## src/rtl/mem_arbiter_pkg.sv

```systemverilog
// rtl/mem_arbiter_pkg.sv - shared widths and state encoding for the memory arbiter
//
// Purpose: bus widths for the unified memory port and the arbiter FSM encoding.
// Ports:   none (package).

package mem_arbiter_pkg;

  localparam int MEM_ADDR_W = 32;
  localparam int MEM_DATA_W = 32;

  // 2-bit state encoding; the value 2'd3 is unreachable and recovers to idle.
  typedef enum logic [1:0] {
    ARB_IDLE    = 2'd0,
    ARB_BUSY_LS = 2'd1,
    ARB_BUSY_IF = 2'd2
  } arb_state_e;

endpackage

```

## src/rtl/mem_arbiter.sv

```systemverilog
// rtl/mem_arbiter.sv - fixed-priority ifu/lsu arbiter for one variable-latency memory
//
// Purpose: shares a single-port memory between instruction fetch (ifu) and
//          load/store (lsu). lsu wins ties; after STARVE_MAX consecutive lsu
//          grants with a fetch pending, the fetch is forced through. A granted
//          transaction is held on the memory port until mem_ack_i.
// Ports:
//   clk, rst_n                      clock, asynchronous active-low reset
//   if_req_i, if_addr_i, if_flush_i fetch request, address, redirect cancel
//   if_rdata_o, if_valid_o          fetch data and one-cycle completion pulse
//   ls_re_i, ls_we_i, ls_addr_i,
//   ls_wdata_i                      load/store request, address, store data
//   ls_rdata_o, ls_valid_o          load data (0 for stores) and completion pulse
//   mem_req_o, mem_we_o, mem_addr_o,
//   mem_wdata_o                     registered memory request and payload
//   mem_rdata_i, mem_ack_i          memory read data and completion pulse
//   stallreq_o                      combinational: some requester is waiting

module mem_arbiter
  import mem_arbiter_pkg::*;
#(
  parameter int STARVE_MAX = 4,
  parameter int CNT_W      = 3
) (
  input  logic                  clk,
  input  logic                  rst_n,

  input  logic                  if_req_i,
  input  logic [MEM_ADDR_W-1:0] if_addr_i,
  input  logic                  if_flush_i,
  output logic [MEM_DATA_W-1:0] if_rdata_o,
  output logic                  if_valid_o,

  input  logic                  ls_re_i,
  input  logic                  ls_we_i,
  input  logic [MEM_ADDR_W-1:0] ls_addr_i,
  input  logic [MEM_DATA_W-1:0] ls_wdata_i,
  output logic [MEM_DATA_W-1:0] ls_rdata_o,
  output logic                  ls_valid_o,

  output logic                  mem_req_o,
  output logic                  mem_we_o,
  output logic [MEM_ADDR_W-1:0] mem_addr_o,
  output logic [MEM_DATA_W-1:0] mem_wdata_o,
  input  logic [MEM_DATA_W-1:0] mem_rdata_i,
  input  logic                  mem_ack_i,

  output logic                  stallreq_o
);

  localparam logic [CNT_W-1:0] STARVE_LIM = CNT_W'(STARVE_MAX);

  arb_state_e       state_q, state_d;
  logic [CNT_W-1:0] starve_cnt_q;
  logic             flush_pend_q;

  logic ls_req;
  logic if_forced;
  logic grant_ls, grant_if;
  logic ack_ls, ack_if;

  assign ls_req    = ls_re_i | ls_we_i;
  // ifu has waited out STARVE_MAX lsu grants: it takes the next idle slot.
  assign if_forced = if_req_i & (starve_cnt_q == STARVE_LIM);

  // ---------------------------------------------------------------------------
  // FSM: state register
  // ---------------------------------------------------------------------------
  always_ff @(posedge clk or negedge rst_n) begin
    if (!rst_n) begin
      state_q <= ARB_IDLE;
    end else begin
      state_q <= state_d;
    end
  end

  // ---------------------------------------------------------------------------
  // FSM: next state and grant decode
  // ---------------------------------------------------------------------------
  always_comb begin
    state_d  = state_q;
    grant_ls = 1'b0;
    grant_if = 1'b0;
    unique case (state_q)
      ARB_IDLE: begin
        if (ls_req && !if_forced) begin
          state_d  = ARB_BUSY_LS;
          grant_ls = 1'b1;
        end else if (if_req_i) begin
          state_d  = ARB_BUSY_IF;
          grant_if = 1'b1;
        end
      end
      ARB_BUSY_LS, ARB_BUSY_IF: begin
        // The other requester is ignored until the memory completes.
        if (mem_ack_i) begin
          state_d = ARB_IDLE;
        end
      end
      default: state_d = ARB_IDLE;
    endcase
  end

  assign ack_ls = mem_ack_i & (state_q == ARB_BUSY_LS);
  assign ack_if = mem_ack_i & (state_q == ARB_BUSY_IF);

  // A flush seen earlier in the transaction, or in the ack cycle itself,
  // swallows the completion of the now-stale fetch.
  assign if_valid_o = ack_if & ~flush_pend_q & ~if_flush_i;
  assign ls_valid_o = ack_ls;

  assign if_rdata_o = if_valid_o ? mem_rdata_i : '0;
  assign ls_rdata_o = (ls_valid_o && !mem_we_o) ? mem_rdata_i : '0;

  assign stallreq_o = (if_req_i & ~if_valid_o & ~if_flush_i) |
                      (ls_req & ~ls_valid_o);

  // ---------------------------------------------------------------------------
  // Memory port: payload captured at grant, request held until ack
  // ---------------------------------------------------------------------------
  always_ff @(posedge clk or negedge rst_n) begin
    if (!rst_n) begin
      mem_req_o   <= 1'b0;
      mem_we_o    <= 1'b0;
      mem_addr_o  <= '0;
      mem_wdata_o <= '0;
    end else if (grant_ls) begin
      mem_req_o   <= 1'b1;
      mem_we_o    <= ls_we_i;
      mem_addr_o  <= ls_addr_i;
      mem_wdata_o <= ls_wdata_i;
    end else if (grant_if) begin
      mem_req_o   <= 1'b1;
      mem_we_o    <= 1'b0;
      mem_addr_o  <= if_addr_i;
      mem_wdata_o <= '0;
    end else if (ack_ls || ack_if) begin
      mem_req_o   <= 1'b0;
    end
  end

  // ---------------------------------------------------------------------------
  // Starvation counter: counts lsu grants that bypassed a waiting fetch
  // ---------------------------------------------------------------------------
  always_ff @(posedge clk or negedge rst_n) begin
    if (!rst_n) begin
      starve_cnt_q <= '0;
    end else if (grant_if) begin
      starve_cnt_q <= '0;
    end else if (grant_ls && if_req_i && (starve_cnt_q != STARVE_LIM)) begin
      starve_cnt_q <= starve_cnt_q + 1'b1;
    end
  end

  // ---------------------------------------------------------------------------
  // Flush pending: only meaningful while a fetch is on the memory port
  // ---------------------------------------------------------------------------
  always_ff @(posedge clk or negedge rst_n) begin
    if (!rst_n) begin
      flush_pend_q <= 1'b0;
    end else if (state_q == ARB_BUSY_IF) begin
      if (mem_ack_i) begin
        flush_pend_q <= 1'b0;
      end else if (if_flush_i) begin
        flush_pend_q <= 1'b1;
      end
    end else begin
      flush_pend_q <= 1'b0;
    end
  end

endmodule

```

## config.mk

```make
export PLATFORM = sky130hd
export DESIGN_NAME = mem_arbiter
export DESIGN_NICKNAME = d
export VERILOG_FILES = /design/src/rtl/mem_arbiter_pkg.sv /design/src/rtl/mem_arbiter.sv
export SDC_FILE = /design/constraint.sdc
export NUM_CORES = 1
export LEC_CHECK = 0
export BUFFER_PORTS_ARGS = -buffer_cell sky130_fd_sc_hd__buf_2
export CORE_AREA = 2 2 128 130
export DETAILED_ROUTE_END_ITERATION = 6
export DIE_AREA = 0 0 130 132
export HOLD_SLACK_MARGIN = 0.08
export PLACE_DENSITY = 0.54
export SLEW_MARGIN = 20
export SYNTH_ARGS = -nofsm -noshare
export SYNTH_HDL_FRONTEND = slang
export SYNTH_SLANG_ARGS = --single-unit
```

## constraint.sdc

```tcl
create_clock -name clk -period 4.2 [get_ports clk]
set_clock_uncertainty 0.1 [all_clocks]
set_input_delay 0.42 -clock clk [delete_from_list [all_inputs] [get_ports clk]]
set_output_delay 0.42 -clock clk [all_outputs]
set_load 0.02 [all_outputs]
```

==> results of run 1 <==
-- per-layer routing --
layer / global-route usage / share of wire
met1: 0.1340 / 0.36
met2: 0.2563 / 0.53
met3: 0.04221 / 0.092
met4: 0.06033 / 0.021
met5: 0 / 0
-- worst min path at each step --
stage                      end  cells after the start
2_1_floorplan     flush_pend_q                      0
3_3_place_gp   starve_cnt_q[2]                      1
3_5_place_dp   starve_cnt_q[2]                      1
4_1_cts         mem_addr_o[11]                      1
5_1_grt          mem_addr_o[4]                      2
6_report        mem_addr_o[14]                      1
-- registers in the layout (all words and copies together), names as in the netlist --
register	cells
starve_cnt_q	3
flush_pend_q	1
mem_req_o	1
mem_addr_o	32
mem_we_o	1
state_q	2
mem_wdata_o	32
-- per-stage QoR --
stage | hold slack, ps | instance area [um^2] | utilization | setup slack (ps)
final | 119.0 | 5754 | 0.3662 | 1511
after floorplan | 24.41 | 3896 | - | 2034
after global placement | 368.9 | 5415 | 0.3446 | 1768
after CTS | 171.2 | 5754 | 0.3662 | 1440
after detailed placement | 371.4 | 5415 | 0.3446 | 1673
after global routing | 200.0 | 5754 | 0.3662 | 1317
-- cell type report --
class,instances,area share
clock inverter,5,0.01500
clock buffer,11,0.04392
tap,216,0.04697
timing repair buffer,272,0.2392
inverter,38,0.02479
sequential,72,0.3131
multi-input combinational,230,0.3170
-- report_power, final --
group	total [mW]	internal [mW]	switching, mW
logic	2.01	0.843	1.16
registers	1.21	1.03	0.171
clock network	0.858	0.557	0.301
-- kinds of logic (layout without fill, tap and decap cells) --
family	count (synthesis)	count (layout)	share of synthesized area
adders and majority gates	5	5	0.01606
and+or+nand+nor	118	118	0.1625
muxes	98	98	0.2723
AOI/OAI and AO/OA	9	9	0.01413
buffers and inverters	60	326	0.07258
DFF	72	72	0.4624
-- synth_stat cells --
library cell	n
and3_1	2
nand2_1	37
clkbuf_1	8
nor3_1	1
or2_1	1
nor3b_1	1
mux2_2	35
nand2_2	1
o21ai_0	5
buf_4	2
buf_6	6
inv_1	38
nand2b_1	1
and2_1	64
nand4_1	2
buf_1	2
mux2i_1	34
a21oi_1	2
buf_2	4
mux2_1	29
a2111o_1	1
dfrtp_1	72
a31o_2	1
ha_1	5
nor2_1	3
nor2b_1	1
nand3_1	4
==> impl_metrics.csv, run 1 <==
group,metric,value,unit
clocking,cts_buffers,9,
detailed_routing,drt_iter0_drc,64,
clocking,post_cts_buffers,0,
detailed_routing,drt-pass1-iter-count,4,
clocking,hold_buffers,0,
global_route,grt_use_total,0.1361,
placed_design,portBuffers,267,
clocking,insertion_delay,330,ps
synth,yosysWarnings,0,
floorplan,die_w,130,um
setup_path,slowest_delay,700,ps
placed_design,dp.cells,828,
timing,slew_headroom,0.3802,
finish,nFillCells,1630,
floorplan,core-area,15710,um^2
finish,final_cells,844,
synth,ys_ff_latch,72,
timing,min_period,2689,ps
floorplan,rows,46,
placed_design,gp_congestion,0.7643,
pwr,ir_worst_vdd,0.0002942,V
worst_hold_path,hp-class,"in -> async",
global_route,grt_pass1_wl,18.21,mm
finish,final_common_cell,"buf_2",
clocking,ctsResizeCount,0,
clocking,clockBufferDepth,2,
global_route,antenna_found_initial,0,
setup_path,reg2reg_to,"mem_addr_o[16]",
setup_path,cp-start-kind,"flip-flop",
synth,yosysSeqAreaShare,0.4624,
timing,fmax,371.9,MHz
pwr,totalPowerFinal,4.069,mW
synth,netlist_top_cells_area,"dfrtp_1 46%, and2_1 10%, mux2_2 10%",
setup_path,crit_buf_inv,2,
floorplan,io_pins,268,
setup_path,startpoint,"state_q[0]",
setup_path,critPathArrivalTime,2170,ps
detailed_routing,wirelength,11.76,mm
finish,layout.area.seq,1802,um^2
detailed_routing,drtAntennaViolNets,0,
detailed_routing,wl_per_cell,13.94,um
pwr,powerDensity,707.1,nW/um^2
timing,period_share,0.6402,
synth,synth.avg_cell_area,10.76,um^2
timing,setup_tns,0,ps
finish,layout_common_cells,"266 x buf_2, 72 x dfrtp_1, 64 x and2_1",
timing,timing.final.max_slew_violations,0,
setup_path,cpMaxStageDelayCell,"and3_1",
clocking,clock_sinks,72,
setup_path,worstSetupEndpoint,"stallreq_o",
synth,syn-cell-area,3896,um^2
timing,rsz0062_at_grt,"no",
floorplan,die-area,17160,um^2
clocking,ctsHtreeMaxLevel,3,
global_route,grt.overflow.total,0,
timing,hold_viol_final,0,
floorplan,die_h,132,um
synth,synth_nets,502,
synth,synth.top_cell.area_share,0.4624,
finish,synthToLayoutAreaGrowth,47.69,%
clocking,cts_tree,"done",
setup_path,end_kind,"primary output",
global_route,grt_start_max_net_pins,73,
placed_design,hpwl,9.465,mm
outcome,outcome,"complete, no violations",
synth,syn_inst,362,
detailed_routing,vias_per_cell,4.165,
setup_path,reg2reg_from,"state_q[0]",
synth,yosysTopAreaCell,"dfrtp_1",
setup_path,cp.depth,5,
setup_path,rrSetupSlack,1750,ps
finish,post_route_cells_drive_above_1_share,0.5191,
setup_path,critPathTopFamily,"simple AND/OR/NAND/NOR gates",
finish,diodes,0,
finish,nets,763,
run,maxCapViolations,0,
finish,multi_input_area,1824,um^2
setup_path,r2r_cells,5,
clocking,clkSlewWorstSetupHoldPaths,60,ps
setup_path,cp_max_fo,34,
setup_path,cp.required,3680,ps
setup_path,path_cells,"inv_1, ha_1, and3_1, o21ai_0, buf_2",
timing,finalSetupViolCount,0,
clocking,clk_root_buffer_cell,"clkbuf_16",
detailed_routing,drc,0,
timing,tightest_slew,929.7,ps
setup_path,crit_type,"reg -> out",
synth,ys_types,27,
global_route,grt_pass1_vias,3666,
pwr,leakage,3.292,nW
detailed_routing,vias,3515,
floorplan,initial_utilization,0.2480,
(Power assumes the default switching activity.)
==> run 2: changes to the inputs <==
--- a/config.mk
+++ b/config.mk
@@ -5,12 +5,13 @@
 export SDC_FILE = /design/constraint.sdc
 export NUM_CORES = 1
 export LEC_CHECK = 0
+export ABC_AREA = 1
 export BUFFER_PORTS_ARGS = -buffer_cell sky130_fd_sc_hd__buf_2
-export CORE_AREA = 2 2 128 130
+export CORE_AREA = 2 2 129 131
 export DETAILED_ROUTE_END_ITERATION = 6
-export DIE_AREA = 0 0 130 132
+export DIE_AREA = 0 0 131 133
 export HOLD_SLACK_MARGIN = 0.08
-export PLACE_DENSITY = 0.54
+export PLACE_DENSITY = 0.53
 export SLEW_MARGIN = 20
 export SYNTH_ARGS = -nofsm -noshare
 export SYNTH_HDL_FRONTEND = slang
==> constraint.sdc (replaced) <==
create_clock -name clk -period 2.7 [get_ports clk]
set_clock_uncertainty 0.1 [all_clocks]
set_input_delay 0.27 -clock clk [delete_from_list [all_inputs] [get_ports clk]]
set_output_delay 0.27 -clock clk [all_outputs]
set_load 0.02 [all_outputs]
==> impl_metrics.csv, run 2 <==
group,metric,value,unit
synth,synth.avg_cell_area,6.804,um^2
setup_path,cp.depth,6,
synth,synthMuxAreaShare,0,
pwr,powerDensity,1092,nW/um^2
setup_path,critPathArrivalTime,1930,ps
clocking,ctsHtreeMaxLevel,3,
clocking,cts_buffers,9,
timing,fmax,435.4,MHz
worst_hold_path,hp-class,"in -> reg",
finish,nets,996,
pwr,p_switching,3.100,mW
pwr,ir_worst_vdd,0.0004600,V
setup_path,r2r_cells,8,
placed_design,hpwl,9.806,mm
synth,synthXorXnorAreaFrac,0,
timing,timing.final.max_slew_violations,0,
setup_path,cp.required,2330,ps
setup_path,path_cells,"dlygate4sd3_1, buf_2, nand2_1, or2_2, nor2_1, buf_2",
timing,setup_tns,0,ps
placed_design,dp.cells,1039,
clocking,clkSlewWorstSetupHoldPaths,60,ps
synth,ys_types,21,
pwr,comb_power_share,0.518,
pwr,p_sw_frac,0.4688,
timing,hold_viol_final,0,
synth,yosysTopAreaCell,"dfrtp_1",
placed_design,portBuffers,267,
floorplan,core-area,16170,um^2
setup_path,crit_type,"in -> out",
synth,synth_compound_area_frac,0.05105,
finish,postLayoutCellArea,6057,um^2
detailed_routing,drc,0,
synth,yosysSeqAreaShare,0.4566,
pwr,leakage,3.781,nW
finish,nFillCells,1781,
floorplan,initial_utilization,0.2440,
worst_hold_path,hold_depth,3,
floorplan,die-area,17420,um^2
global_route,grt_pass1_wl,21.01,mm
finish,reg_top3,"mem_addr_o (32), mem_wdata_o (32), starve_cnt_q (3)",
timing,period_share,0.8506,
timing,hold_slack,91.70,ps
global_route,grt_use_total,0.1556,
setup_path,cp_max_fo,32,
setup_path,crit_buf_inv,3,
detailed_routing,vias_per_cell,4.137,
pwr,seq_power_share,0.285,
detailed_routing,wl_per_cell,12.94,um
placed_design,gp_congestion,0.7425,
clocking,clk_root_buffer_cell,"clkbuf_16",
setup_path,cp-start-kind,"input port",
detailed_routing,drt-pass1-iter-count,4,
floorplan,rows,47,
floorplan,io_pins,268,
setup_path,critPathTopFamily,"buffers and inverters",
setup_path,slowest_delay,530,ps
worst_hold_path,hold_end,"mem_wdata_o[14]",
synth,netlist_top_cells_area,"dfrtp_1 46%, nand2_1 20%, inv_1 10%",
timing,finalSetupViolCount,0,
clocking,insertion_delay,330,ps
synth,synth_nets,720,
detailed_routing,vias,4476,
synth,synth-edff-count,0,
synth,yosys-top-cells-count,"212 x nand2_1, 108 x inv_1, 72 x dfrtp_1, 69 x nor2_1, 32 x nand4_1",
global_route,grt.overflow.total,0,
setup_path,cpMaxStageDelayCell,"dlygate4sd3_1",
setup_path,rrSetupSlack,740,ps
synth,synth_top_family_by_area,"simple AND/OR/NAND/NOR gates",
synth,ys_ff_latch,72,
synth,syn-cell-area,3946,um^2
timing,tightest_slew,986.1,ps
setup_path,reg2reg_from,"state_q[0]",
global_route,grt_pass1_vias,4246,
detailed_routing,drtAntennaViolNets,0,
synth,yosys.area_share.simple,0.3313,
worst_hold_path,worstHoldStart,"ls_wdata_i[14]",
pwr,internal_power,3.513,mW
timing,rsz0062_at_grt,"no",
synth,post-synth-top-count-cell,"nand2_1",
floorplan,die_w,131,um
synth,synth_flop_cell,"dfrtp_1",
pwr,totalPowerFinal,6.614,mW
floorplan,die_h,133,um
global_route,grt_start_max_net_pins,73,
synth,synth-async-reset-ratio,1.000,
pwr,p_clk_frac,0.197,
synth,syn_inst,580,
timing,slew_headroom,0.3426,
setup_path,crit_path_frequent_cell,"buf_2",
timing,min_period,2297,ps
detailed_routing,drt_iter0_drc,180,
clocking,clockBufferDepth,2,
synth,synth.top_cell.area_share,0.4566,
timing,timing.final.ws_setup,403.3,ps
detailed_routing,wirelength,14.00,mm
clocking,ctsResizeCount,0,
finish,final_common_cell,"buf_2",
finish,layout_common_cells,"266 x buf_2, 212 x nand2_1, 108 x inv_1",
synth,yosysWarnings,0,
synth,synthAdderAreaFrac,0.01585,
outcome,outcome,"complete, no violations",
finish,synthToLayoutAreaGrowth,53.49,%
clocking,cts_tree,"done",
setup_path,reg2reg_to,"mem_addr_o[26]",
global_route,antenna_found_initial,4,
run,maxCapViolations,0,
setup_path,end_kind,"primary output",
finish,final_cells,1082,
finish,post_route_cells_drive_above_1_share,0.3419,
placed_design,dp_slack,745.0,ps
clocking,clock_sinks,72,
placed_design,dpl_cell_area,5474,um^2
finish,final_util,0.3745,
[run 2: changes by cell type after synthesis, moves of 10 or more]
| cell | before | now |
|---|---|---|
| nand4_1 | 2 | 32 |
| mux2_2 | 35 | 0 |
| o21ai_0 | 5 | 26 |
| inv_1 | 38 | 108 |
| o21ai_1 | 0 | 10 |
| buf_2 | 4 | 14 |
| mux2_1 | 29 | 0 |
| nand2_1 | 37 | 212 |
| nor2_1 | 3 | 69 |
| mux2i_1 | 34 | 0 |
| and2_1 | 64 | 0 |
[run 2: worst max path at each step]
stage          slack, ps  startpoint         endpoint
3_3_place_gp         740  state_q[1]   ls_rdata_o[14]
4_1_cts              380  state_q[1]   ls_rdata_o[14]
6_report             400   mem_ack_i   ls_rdata_o[14]
5_1_grt              240  state_q[1]   ls_rdata_o[20]
2_1_floorplan        860  state_q[1]   ls_rdata_o[10]
3_5_place_dp         740  state_q[0]  starve_cnt_q[2]
[run 2: layer usage]
metal | GRT usage | share of wire | vias up | routed length [um]
li1 | - | - | 2277 | -
met2 | 0.2890 | 0.51 | 173 | 7093
met4 | 0.07092 | 0.025 | 2 | 350
met1 | 0.1670 | 0.40 | 1996 | 5594
met3 | 0.02911 | 0.068 | 28 | 949
met5 | 0 | 0.00064 | - | 9
[run 2: cell type report]
type | count | area, um^2 | share of cell area
inverters | 109 | 409.1 | 0.06755
flip-flops and latches | 72 | 1802 | 0.2975
diodes | 2 | 5.005 | 0.0008263
clock inverters | 6 | 92.59 | 0.01529
well taps | 220 | 275.3 | 0.04545
clock buffers | 9 | 225.2 | 0.03718
repair buffers | 299 | 1669 | 0.2756
multi-input cells | 365 | 1579 | 0.2607
[run 2: kinds of logic after synthesis]
family,count (synthesis)
buffers and inverters,143
adders and majority gates,5
DFF,72
AOI/OAI and AO/OA,39
and+or+nand+nor,321
[run 2: power by group through the flow]
stage                     logic, mW  clock network, mW  registers, mW
after global routing           3.84               1.39           1.96
after detailed placement       3.47                  0           1.89
after floorplan                1.68                  0           2.48
final                          3.42               1.30           1.89
after CTS                      3.50               1.35           1.88
after global placement         3.44                  0           1.89
[run 2: timing repair]
action	in CTS	in global routing
hold endpoints to repair	97	0
hold buffers	26	0
buffers inserted	0	0
endpoints found under the setup margin	0	0
[run 2: worst register-to-register path: stages (launching register included)]
cell	delay, ps
dfrtp_1	410
inv_1	90
ha_1	310
nand2_1	170
inv_2	490
nand2_1	140
nand2_1	100
nand2_1	60
nand2_1	50
==> run 3: changes to the inputs <==
--- a/config.mk
+++ b/config.mk
@@ -12,6 +12,7 @@
 export DIE_AREA = 0 0 131 133
 export HOLD_SLACK_MARGIN = 0.08
 export PLACE_DENSITY = 0.53
+export REMOVE_ABC_BUFFERS = 1
 export SLEW_MARGIN = 20
 export SYNTH_ARGS = -nofsm -noshare
 export SYNTH_HDL_FRONTEND = slang
==> impl_metrics.csv, run 3 (synthesis gave the netlist of run 2 again) <==
group,metric,value,unit
timing,min_period,2466,ps
finish,synthToLayoutAreaGrowth,53.61,%
run,maxCapViolations,0,
clocking,insertion_delay,330,ps
finish,post_route_cells_drive_above_1_share,0.3457,
setup_path,crit_type,"reg -> out",
clocking,clk_root_buffer_cell,"clkbuf_16",
timing,timing.final.max_slew_violations,0,
global_route,grt_pass1_wl,21.58,mm
global_route,grt_start_max_net_pins,41,
setup_path,reg2reg_to,"starve_cnt_q[2]",
clocking,clockBufferDepth,2,
timing,fmax,405.5,MHz
global_route,grt_use_total,0.1605,
floorplan,die_w,131,um
global_route,grt_pass1_vias,4226,
detailed_routing,drc,0,
setup_path,rrSetupSlack,690,ps
finish,nets,997,
clocking,clkSlewWorstSetupHoldPaths,60,ps
pwr,leakage,3.789,nW
worst_hold_path,hp-class,"in -> reg",
placed_design,dp.cells,1042,
placed_design,dpl_cell_area,5499,um^2
setup_path,cp.required,2330,ps
finish,final_util,0.3749,
finish,final_cells,1082,
finish,nFillCells,1785,
global_route,grt.overflow.total,0,
setup_path,r2r_cells,7,
detailed_routing,wl_per_cell,13.21,um
placed_design,portBuffers,267,
pwr,powerDensity,1092,nW/um^2
detailed_routing,drtAntennaViolNets,0,
timing,tightest_slew,1035,ps
setup_path,path_cells,"inv_1, ha_1, nand3_1, buf_4, nor2_1, buf_2",
clocking,ctsHtreeMaxLevel,3,
timing,timing.final.ws_setup,234.1,ps
clocking,clock_sinks,72,
finish,reg_top3,"mem_addr_o (32), mem_wdata_o (32), starve_cnt_q (3)",
floorplan,die-area,17420,um^2
clocking,cts_tree,"done",
detailed_routing,drt-pass1-iter-count,4,
detailed_routing,wirelength,14.29,mm
setup_path,slowest_delay,410,ps
placed_design,dp_slack,559.0,ps
setup_path,worstSetupEndpoint,"if_rdata_o[21]",
detailed_routing,vias_per_cell,4.091,
floorplan,die_h,133,um
outcome,outcome,"complete, no violations",
global_route,antenna_found_initial,1,
finish,diodes,0,
floorplan,io_pins,268,
timing,rsz0062_at_grt,"no",
setup_path,cp_max_fo,14,
finish,postLayoutCellArea,6062,um^2
placed_design,hpwl,10.39,mm
detailed_routing,drt_iter0_drc,147,
timing,finalSetupViolCount,0,
clocking,ctsResizeCount,0,
timing,slew_headroom,0.3075,
floorplan,rows,47,
setup_path,cp-start-kind,"flip-flop",
floorplan,core-area,16170,um^2
timing,period_share,0.9133,
setup_path,end_kind,"primary output",
setup_path,critPathArrivalTime,2100,ps
floorplan,initial_utilization,0.2440,
setup_path,reg2reg_from,"state_q[0]",
timing,hold_viol_final,0,
setup_path,cpMaxStageDelayCell,"nand3_1",
setup_path,startpoint,"state_q[0]",
detailed_routing,vias,4427,
finish,final_common_cell,"buf_2",
finish,layout_common_cells,"266 x buf_2, 212 x nand2_1, 108 x inv_1",
placed_design,gp_congestion,0.7392,
timing,setup_tns,0,ps
clocking,post_cts_buffers,0,
clocking,cts_buffers,9,
pwr,ir_worst_vdd,0.0004192,V
## run 3: cell types whose count changed in the layout (fill, tap and decap cells not counted)
cell,before,now
inv_6,2,0
buf_4,5,8
ha_2,0,1
diode_2,2,0
clkinv_4,0,3
dlygate4sd3_1,26,24
ha_1,5,4
clkbuf_1,0,1
clkinvlp_4,2,1
## run 3: worst min-delay path by stage
stage | from | end | cells past startpoint
3_3_place_gp | rst_n | mem_wdata_o[18] | 1
2_1_floorplan | rst_n | flush_pend_q | 0
3_5_place_dp | rst_n | mem_wdata_o[18] | 1
5_1_grt | ls_wdata_i[6] | mem_wdata_o[6] | 3
4_1_cts | ls_wdata_i[11] | mem_wdata_o[11] | 3
6_report | ls_wdata_i[22] | mem_wdata_o[22] | 3
## run 3: worst max-delay path, delay by kind of cell (launching register included)
family        cells  cell delay [ps]
buf+inv           3              630
simple gates      2              560
flops             1              400
fa+ha+maj         1              160
## run 3: power by group
group	switching (mW)	internal [mW]
combinational	2.34	1.09
clock	0.489	0.814
sequential	0.270	1.61
total	3.10	3.52
## run 3: cell type report
cell class	instances	area (um^2)	area share
Clock inverter	6	93.84	0.01548
Multi-Input combinational cell	365	1582	0.2609
Inverter	109	409.1	0.06749
Timing Repair Buffer	300	1672	0.2757
Sequential cell	72	1802	0.2972
Clock buffer	10	229.0	0.03777
Tap cell	220	275.3	0.04541
## run 3: repair_timing
action                     in CTS  in global routing
setup endpoints to repair       0                  0
hold endpoints to repair       55                  0
hold buffers                   24                  0
## run 3: through the flow
step	hold slack [ps]	power, mW
detailed placement	162.3	5.388
finish	90.36	6.619
global placement	164.9	5.358
CTS	80.60	6.752
floorplan	-125.6	4.019
global route	92.19	7.198
## run 3: layer usage
metal  share of wire  track usage  routed length [um]
met4           0.011      0.03487                 154
met3           0.073      0.04286                1037
met5         0.00098            0                  14
met1            0.40       0.1747                5702
met2            0.52       0.3051                7380
